File: src/rtl/squeeze_stream_pkg.sv
// -----------------------------------------------------------------------------
// squeeze_stream_pkg
// Shared definitions for the Keccak squeeze-phase output engine: state-array
// geometry, squeeze FSM states, field widths and the byte-enable generator.
// No ports (package).
// -----------------------------------------------------------------------------
package squeeze_stream_pkg;

   // Keccak-f[1600] state geometry: 5 x 5 lanes of 64 bits.
   localparam int LANE_SIZE      = 64;
   localparam int ROW_SIZE       = 5;
   localparam int COL_SIZE       = 5;
   localparam int NUM_LANES      = ROW_SIZE * COL_SIZE;
   localparam int LANE_BYTES     = LANE_SIZE / 8;
   localparam int BYTE_IDX_WIDTH = $clog2(LANE_BYTES);

   // Interface widths.
   localparam int OUT_LEN_WIDTH  = 16;
   localparam int RATE_WIDTH     = 11;
   localparam int LANE_IDX_WIDTH = 5;

   typedef enum logic [1:0] {
      SQZ_IDLE,
      SQZ_EMIT,
      SQZ_PERM_WAIT
   } sqz_state_t;

   // Byte enables for a beat: all lanes bytes when at least a full beat is
   // still owed, otherwise the low 'partial' bytes only.
   function automatic logic [LANE_BYTES-1:0] keep_mask(
      input logic                      full,
      input logic [BYTE_IDX_WIDTH-1:0] partial
   );
      if (full) begin
         return '1;
      end
      return LANE_BYTES'((9'd1 << partial) - 9'd1);
   endfunction

endpackage

File: src/rtl/squeeze_stream_state_lane_select.sv
// -----------------------------------------------------------------------------
// state_lane_select
// Combinational 25:1 lane multiplexer. Lane k lives at x = k % 5, y = k / 5
// and is read as state_array[y][x], the same ordering the absorb path uses.
// Indices 25..31 return zero.
//
// Ports:
//   state_array  in   5x5x64  Keccak state
//   lane_idx     in   5       lane number k (0..24)
//   lane         out  64      selected lane
// -----------------------------------------------------------------------------
module state_lane_select
   import squeeze_stream_pkg::*;
(
   input  logic [ROW_SIZE-1:0][COL_SIZE-1:0][LANE_SIZE-1:0] state_array,
   input  logic [LANE_IDX_WIDTH-1:0]                        lane_idx,
   output logic [LANE_SIZE-1:0]                             lane
);

   always_comb begin
      lane = '0;
      for (int y = 0; y < ROW_SIZE; y++) begin
         for (int x = 0; x < COL_SIZE; x++) begin
            if (lane_idx == LANE_IDX_WIDTH'(y * COL_SIZE + x)) begin
               lane = state_array[y][x];
            end
         end
      end
   end

endmodule

File: src/rtl/squeeze_stream.sv
// -----------------------------------------------------------------------------
// squeeze_stream
// Squeeze-phase output engine. Streams the rate portion of the permuted
// Keccak state, one 64-bit lane per beat, on an AXI4-Stream source until
// out_len bytes have been sent, requesting a fresh permutation whenever a
// rate block is used up. The state is read in place; the core must keep it
// stable while a squeeze is running and no permutation is requested.
//
// Ports:
//   clk            in   1        clock
//   rst            in   1        asynchronous active-low reset
//   start_i        in   1        start pulse, latches rate_i/out_len_i (IDLE only)
//   rate_i         in   11       rate in bits, multiple of 64
//   out_len_i      in   16       output bytes requested
//   state_array_i  in   5x5x64   Keccak state, lane k at [k/5][k%5]
//   perm_req_o     out  1        level request for another permutation
//   perm_done_i    in   1        permutation finished pulse
//   t_data_o       out  64       stream data, little-endian bytes
//   t_keep_o       out  8        byte enables
//   t_valid_o      out  1        stream valid
//   t_last_o       out  1        final beat
//   t_ready_i      in   1        stream ready
//   done_o         out  1        pulse one cycle after the squeeze finishes
// -----------------------------------------------------------------------------
module squeeze_stream
   import squeeze_stream_pkg::*;
#(
   parameter int DWIDTH        = LANE_SIZE,
   parameter int OUT_LEN_WIDTH = squeeze_stream_pkg::OUT_LEN_WIDTH,
   parameter int RATE_WIDTH    = squeeze_stream_pkg::RATE_WIDTH
) (
   input  logic                                             clk,
   input  logic                                             rst,
   input  logic                                             start_i,
   input  logic [RATE_WIDTH-1:0]                            rate_i,
   input  logic [OUT_LEN_WIDTH-1:0]                         out_len_i,
   input  logic [ROW_SIZE-1:0][COL_SIZE-1:0][LANE_SIZE-1:0] state_array_i,
   output logic                                             perm_req_o,
   input  logic                                             perm_done_i,
   output logic [DWIDTH-1:0]                                t_data_o,
   output logic [DWIDTH/8-1:0]                              t_keep_o,
   output logic                                             t_valid_o,
   output logic                                             t_last_o,
   input  logic                                             t_ready_i,
   output logic                                             done_o
);

   sqz_state_t                state_q, state_d;
   logic [LANE_IDX_WIDTH-1:0] lane_idx_q, lane_idx_d;
   logic [LANE_IDX_WIDTH-1:0] rate_lanes_q, rate_lanes_d;
   logic [OUT_LEN_WIDTH-1:0]  remaining_q, remaining_d;
   logic                      done_q, done_d;

   logic [LANE_SIZE-1:0]      lane;
   logic [LANE_SIZE-1:0]      lane_masked;
   logic [LANE_BYTES-1:0]     keep;
   logic                      rem_full;
   logic                      rem_last;
   logic                      handshake;

   state_lane_select u_lane_select (
      .state_array (state_array_i),
      .lane_idx    (lane_idx_q),
      .lane        (lane)
   );

   assign rem_full  = (remaining_q >= OUT_LEN_WIDTH'(LANE_BYTES));
   assign rem_last  = (remaining_q <= OUT_LEN_WIDTH'(LANE_BYTES));
   assign keep      = keep_mask(rem_full, remaining_q[BYTE_IDX_WIDTH-1:0]);
   assign handshake = t_valid_o & t_ready_i;

   // Bytes beyond the requested length are zeroed so a partial last beat
   // never leaks state material past the digest.
   always_comb begin
      lane_masked = '0;
      for (int b = 0; b < LANE_BYTES; b++) begin
         if (keep[b]) begin
            lane_masked[b*8 +: 8] = lane[b*8 +: 8];
         end
      end
   end

   // NOTE: every signal driven here gets a default before the case so no
   // path leaves it unassigned, which would otherwise infer a latch.
   always_comb begin
      state_d      = state_q;
      lane_idx_d   = lane_idx_q;
      rate_lanes_d = rate_lanes_q;
      remaining_d  = remaining_q;
      done_d       = 1'b0;
      perm_req_o   = 1'b0;
      t_valid_o    = 1'b0;
      t_data_o     = '0;
      t_keep_o     = '0;
      t_last_o     = 1'b0;

      case (state_q)
         SQZ_IDLE: begin
            if (start_i) begin
               rate_lanes_d = LANE_IDX_WIDTH'(rate_i >> 6);
               remaining_d  = out_len_i;
               lane_idx_d   = '0;
               if (out_len_i == '0) begin
                  done_d = 1'b1;
               end else begin
                  state_d = SQZ_EMIT;
               end
            end
         end

         SQZ_EMIT: begin
            t_valid_o = 1'b1;
            t_data_o  = DWIDTH'(lane_masked);
            t_keep_o  = (DWIDTH/8)'(keep);
            t_last_o  = rem_last;
            if (handshake) begin
               // Saturating decrement: a partial beat consumes what is left.
               remaining_d = rem_full ? remaining_q - OUT_LEN_WIDTH'(LANE_BYTES) : '0;
               if (rem_last) begin
                  state_d = SQZ_IDLE;
                  done_d  = 1'b1;
               end else if (lane_idx_q == rate_lanes_q - LANE_IDX_WIDTH'(1)) begin
                  lane_idx_d = '0;
                  state_d    = SQZ_PERM_WAIT;
               end else begin
                  lane_idx_d = lane_idx_q + LANE_IDX_WIDTH'(1);
               end
            end
         end

         SQZ_PERM_WAIT: begin
            perm_req_o = 1'b1;
            if (perm_done_i) begin
               state_d = SQZ_EMIT;
            end
         end

         default: begin
            state_d = SQZ_IDLE;
         end
      endcase
   end

   // NOTE: state registers use non-blocking assignments so every flop samples
   // the pre-edge value of every other flop, independent of statement order.
   always_ff @(posedge clk or negedge rst) begin
      if (!rst) begin
         state_q      <= SQZ_IDLE;
         lane_idx_q   <= '0;
         rate_lanes_q <= '0;
         remaining_q  <= '0;
         done_q       <= 1'b0;
      end else begin
         state_q      <= state_d;
         lane_idx_q   <= lane_idx_d;
         rate_lanes_q <= rate_lanes_d;
         remaining_q  <= remaining_d;
         done_q       <= done_d;
      end
   end

   assign done_o = done_q;

endmodule

File: config.mk
export PLATFORM = sky130hd
export DESIGN_NAME = squeeze_stream
export DESIGN_NICKNAME = d
export VERILOG_FILES = /design/src/rtl/squeeze_stream_pkg.sv /design/src/rtl/squeeze_stream_state_lane_select.sv /design/src/rtl/squeeze_stream.sv
export SDC_FILE = /design/constraint.sdc
export NUM_CORES = 1
export LEC_CHECK = 0
export CAP_MARGIN = 10
export CORE_AREA = 2 2 663 665
export DETAILED_ROUTE_END_ITERATION = 7
export DIE_AREA = 0 0 665 667
export GPL_TIMING_DRIVEN = 0
export PLACE_DENSITY = 0.3
export SETUP_SLACK_MARGIN = 0.1
export SYNTH_ARGS = -nofsm -noshare
export SYNTH_HDL_FRONTEND = slang
export SYNTH_HIERARCHICAL = 1
export SYNTH_SLANG_ARGS = --single-unit
File: constraint.sdc
create_clock -name clk -period 4 [get_ports clk]
set_input_delay 0.8 -clock clk [delete_from_list [all_inputs] [get_ports clk]]
set_output_delay 0.8 -clock clk [all_outputs]
set_load 0.01 [all_outputs]
==> impl_metrics.csv <==
group,metric,value,unit
placed_design,port_buffers,1701,
worst_setup_path,critical-path-top-cell-by-count,"buf_12",
clocking,cts.path.max_buffers,2,
sta,tightestPinTransition,1.19,ns
placed_design,gpl.final_weighted_congestion,0.900,
logic_synthesis,synth-main-ff-cell,"dfrtp_1",
worst_setup_path,startpoint_type,"register",
worst_setup_path,timing.reg2reg.worst_path_depth,5,
sta,slew-limit-headroom,20.0,%
min_path,holdCritPathClass,"in2async",
sta,final.period_utilization,123,%
logic_synthesis,asyncSetResetFlopFracSynth,100,%
sta,tns,-26.40,ns
clocking,holdBufCountCts,0,
power_and_ir_drop,share_seq_of_total_power,1.7,%
grt,number_of_antenna_violations_at_the_first_check_in_global_routing,569,
worst_setup_path,worst_endpoint_required_time,3.20,ns
sta,setup_viol,64,
route,routedWlPerCell,55.4,microns
sta,fin_skew,0.0145,ns
logic_synthesis,ys_seq_area_share,4.24,%
power_and_ir_drop,p_per_area,750,nW/um^2
grt,first_global_vias,38000,
layout,area_delta_synth_final,232,%
worst_setup_path,regToRegEndpoint,"remaining_q[9]$_DFFE_PN0P_",
route,detailedRoute.firstPassIterationCount,5,
floorplanning,die_width,665,microns
worst_setup_path,cp-end-kind,"output pin",
sta,fmax,204,MHz
grt,grt_start_max_net_pins,21,
logic_synthesis,syn_nets,4276,
floorplanning,die_area,444000,sq um
floorplanning,boundaryPins,1708,
logic_synthesis,ys_seq_elements,29,
logic_synthesis,syn_inst,2641,
worst_setup_path,timing.critical_path.cells,"buf_12 -> buf_4 -> buf_12 -> or2_4 -> o22ai_4 -> o21ai_4 -> nand4_1 -> a21oi_4 -> o2bb2ai_4 -> and2_4 -> buf_6",
clocking,h-tree-depth,2,
clocking,numCtsBuffers,5,
route,via_count,39200,
worst_setup_path,crit_arrival,4.11,ns
sta,final_worst_setup_slack,-0.910,ns
floorplanning,floorplan.initialDensity,3.92,%
route,final_antenna_net_count,0,
logic_synthesis,synth_enable_flop_cells,0,
route,postRouteWirelength,599000,microns
grt,grt_first_pass_wirelength,680000,microns
worst_setup_path,critical_path.n_buffers_inverters,4,
worst_setup_path,cp_top_family,"simple AND/OR/NAND/NOR gates",
clocking,clkSlewWorstSetupHoldPaths,0.08,ns
sta,finalHoldViolCount,0,
layout,postLayoutCoreUtil,13.0,%
layout,final_net_count,6486,
worst_setup_path,path_max_fanout,10,
power_and_ir_drop,power.share.combinational,97.1,%
power_and_ir_drop,cellLeakagePower,0.0189,uW
grt,gr-usage-all-layers,25.7,%
logic_synthesis,synthesis.area,17100,sq um
grt,grt.overflow.total,0,
power_and_ir_drop,cell_internal_pwr,16100,uW
worst_setup_path,worst-r2r-setup-slack,0.88,ns
power_and_ir_drop,p_sw_share,62.1,%
worst_setup_path,crit_type,"reg2out",
logic_synthesis,synth_area_per_cell,6.47,sq um
placed_design,preCtsSetupSlack,-4.12,ns
power_and_ir_drop,clock_power_share,1.2,%
sta,rsz0062_at_grt,"true",
floorplanning,die_y,667,microns
route,drt_first_iter_violations,3369,
status,failed_checks,"setup timing",
placed_design,dp.final_hpwl,528000,microns
power_and_ir_drop,ir_drop,0.341,mV
logic_synthesis,ys_types,101,
clocking,insertion_delay,0.31,ns
clocking,ctsRootBufferMaster,"clkbuf_16",
sta,finalWorstPathRequiredPeriod,4.91,ns
floorplanning,placementRows,243,
worst_setup_path,crit_path_max_incr_delay,0.85,ns
clocking,clock_sinks,29,
route,post_drt_via_cell_ratio,3.62,
route,post-route-drc-count,0,
run,drv_cap,0,
layout,final_layout_size_suffix_gt1_share,33.7,%
sta,drv_slew,0,
status,run_status,"finished, violations left",
power_and_ir_drop,power.net_switching,26400,uW
worst_setup_path,worstReg2RegStart,"state_q[1]$_DFFE_PN0P_",
worst_setup_path,cpMaxStageDelayCell,"nand4_1",
floorplanning,core_region_area,437000,sq um
clocking,clock_tree_from_tritoncts,"built",
logic_synthesis,ys_warn_count,6,
cells in the mapped netlist (10+ instances only):
| master | number | area share, % |
|---|---|---|
| a21oi_1 | 376 | 11 |
| o21ai_0 | 231 | 6.8 |
| nor2_1 | 215 | 4.7 |
| nand2_1 | 186 | 4.1 |
| o22ai_1 | 164 | 6.0 |
| buf_2 | 139 | 4.1 |
| a22oi_1 | 106 | 4.7 |
| clkbuf_1 | 78 | 1.7 |
| and2_1 | 70 | 2.6 |
| a211oi_1 | 62 | 2.7 |
| mux2i_1 | 57 | 3.3 |
| nand3_1 | 56 | 1.6 |
| a2bb2oi_1 | 55 | 2.8 |
| a21o_1 | 47 | 2.1 |
| o221ai_1 | 43 | 2.2 |
| nor3_1 | 40 | 1.2 |
| buf_4 | 33 | 1.4 |
| nor2b_1 | 32 | 1.2 |
| a31oi_1 | 30 | 1.1 |
| a221oi_1 | 29 | 1.5 |
| a22o_1 | 29 | 1.5 |
| dfrtp_1 | 29 | 4.2 |
| o21ai_1 | 29 | 0.85 |
| a221o_1 | 28 | 1.6 |
| nand2b_1 | 27 | 0.99 |
| nor4_1 | 24 | 0.88 |
| buf_6 | 23 | 1.5 |
| o211ai_1 | 23 | 1.0 |
| o2bb2ai_1 | 23 | 1.2 |
| mux4_2 | 22 | 2.9 |
| and3_1 | 20 | 0.73 |
| o22a_1 | 20 | 1.0 |
| inv_1 | 18 | 0.40 |
| mux2_2 | 18 | 1.2 |
| o21a_1 | 18 | 0.79 |
| or3_1 | 18 | 0.66 |
| a211o_1 | 14 | 0.72 |
| o2111ai_1 | 13 | 0.67 |
| o31ai_1 | 12 | 0.53 |
| a2111oi_0 | 11 | 0.56 |
| a222oi_1 | 10 | 0.59 |
| a311oi_1 | 10 | 0.51 |
cell type report:
cell class,count,area [sq um]
Fill cell,50100,380000
Timing Repair Buffer,2210,23300
Multi-Input combinational cell,2308,20300
Tap cell,5757,7200
Buffer,276,4330
Sequential cell,29,742
Antenna cell,198,495
Clock buffer,6,139
Inverter,21,100
Clock inverter,2,37.5
cell usage in the layout, fill, tap and decap left out, drive strengths merged, types with 30 or more instances in the layout:
cell	count
o21ai	261
a221oi	30
clkdlybuf4s50	1627
nand2	188
nor3	44
a31oi	30
a2bb2oi	55
and2	70
nand3	56
a21oi	376
o22ai	165
clkbuf	82
nor2	226
a22oi	106
a211oi	63
buf	772
nor2b	32
o221ai	43
a21o	47
mux2i	57
diode	198
worst max-delay path by stage:
| stage | cells after the start | start | to |
|---|---|---|---|
| after floorplan | 9 | lane_idx_q[0]$_DFFE_PN0P_ | t_data_o[8] |
| after global placement | 9 | lane_idx_q[3]$_DFFE_PN0P_ | t_data_o[11] |
| after detailed placement | 12 | lane_idx_q[1]$_DFFE_PN0P_ | t_data_o[53] |
| after CTS | 12 | lane_idx_q[2]$_DFFE_PN0P_ | t_data_o[53] |
| after global routing | 11 | lane_idx_q[0]$_DFFE_PN0P_ | t_data_o[9] |
| final | 11 | lane_idx_q[2]$_DFFE_PN0P_ | t_data_o[53] |
sequential cells by signal (all words and copies together) (netlist names):
| signal | cells |
|---|---|
| done_o | 1 |
| lane_idx_q | 5 |
| rate_lanes_q | 5 |
| remaining_q | 16 |
| state_q | 2 |
metal layers:
layer	share of wire [%]	track usage [%]	wire, microns
met5	0.35	0	2110
met4	6.4	12.1	38600
met3	10	10.5	62200
met2	46	42.8	274000
met1	37	28.4	222000
logic make-up after synthesis:
| family | count (synthesis) | share of synthesized area, % |
|---|---|---|
| XOR/XNOR | 5 | 0.256 |
| AND/OR/NAND/NOR | 775 | 23.5 |
| AO/OA/AOI/OAI | 1428 | 54.9 |
| buffers and inverters | 304 | 9.43 |
| adder cells (fa/ha/maj) | 3 | 0.220 |
| multiplexers | 97 | 7.42 |
| flip-flops | 29 | 4.24 |
power groups by stage:
stage | Combinational (uW) | Clock [uW] | Sequential, uW
after floorplan | 7950 | 0 | 557
after global placement | 29500 | 0 | 724
after detailed placement | 31000 | 0 | 717
after CTS | 39000 | 551 | 696
after global routing | 41700 | 551 | 729
final | 41300 | 522 | 705
stage by stage:
| step | area, sq um | cells | total power, uW | hold WS [ns] |
|---|---|---|---|---|
| 4_1_cts | 52700 | 10400 | 40200 | 0.413 |
| 6_report | 56700 | 10800 | 42600 | 0.401 |
| 5_1_grt | 56500 | 10700 | 43000 | 0.420 |
| 3_5_place_dp | 43100 | 10200 | 31700 | 0.523 |
| 2_1_floorplan | 17100 | 2641 | 8500 | 0.462 |
| 3_3_place_gp | 41300 | 10100 | 30200 | 0.524 |
what timing repair did:
action	in CTS	in global routing
pin swaps	229	267
resized for setup	1856	527
endpoints found under the hold margin	0	0
gates cloned	2	4
setup buffers	261	171
setup endpoints to repair	73	66
Note: power is estimated with default switching activity, not from simulation.
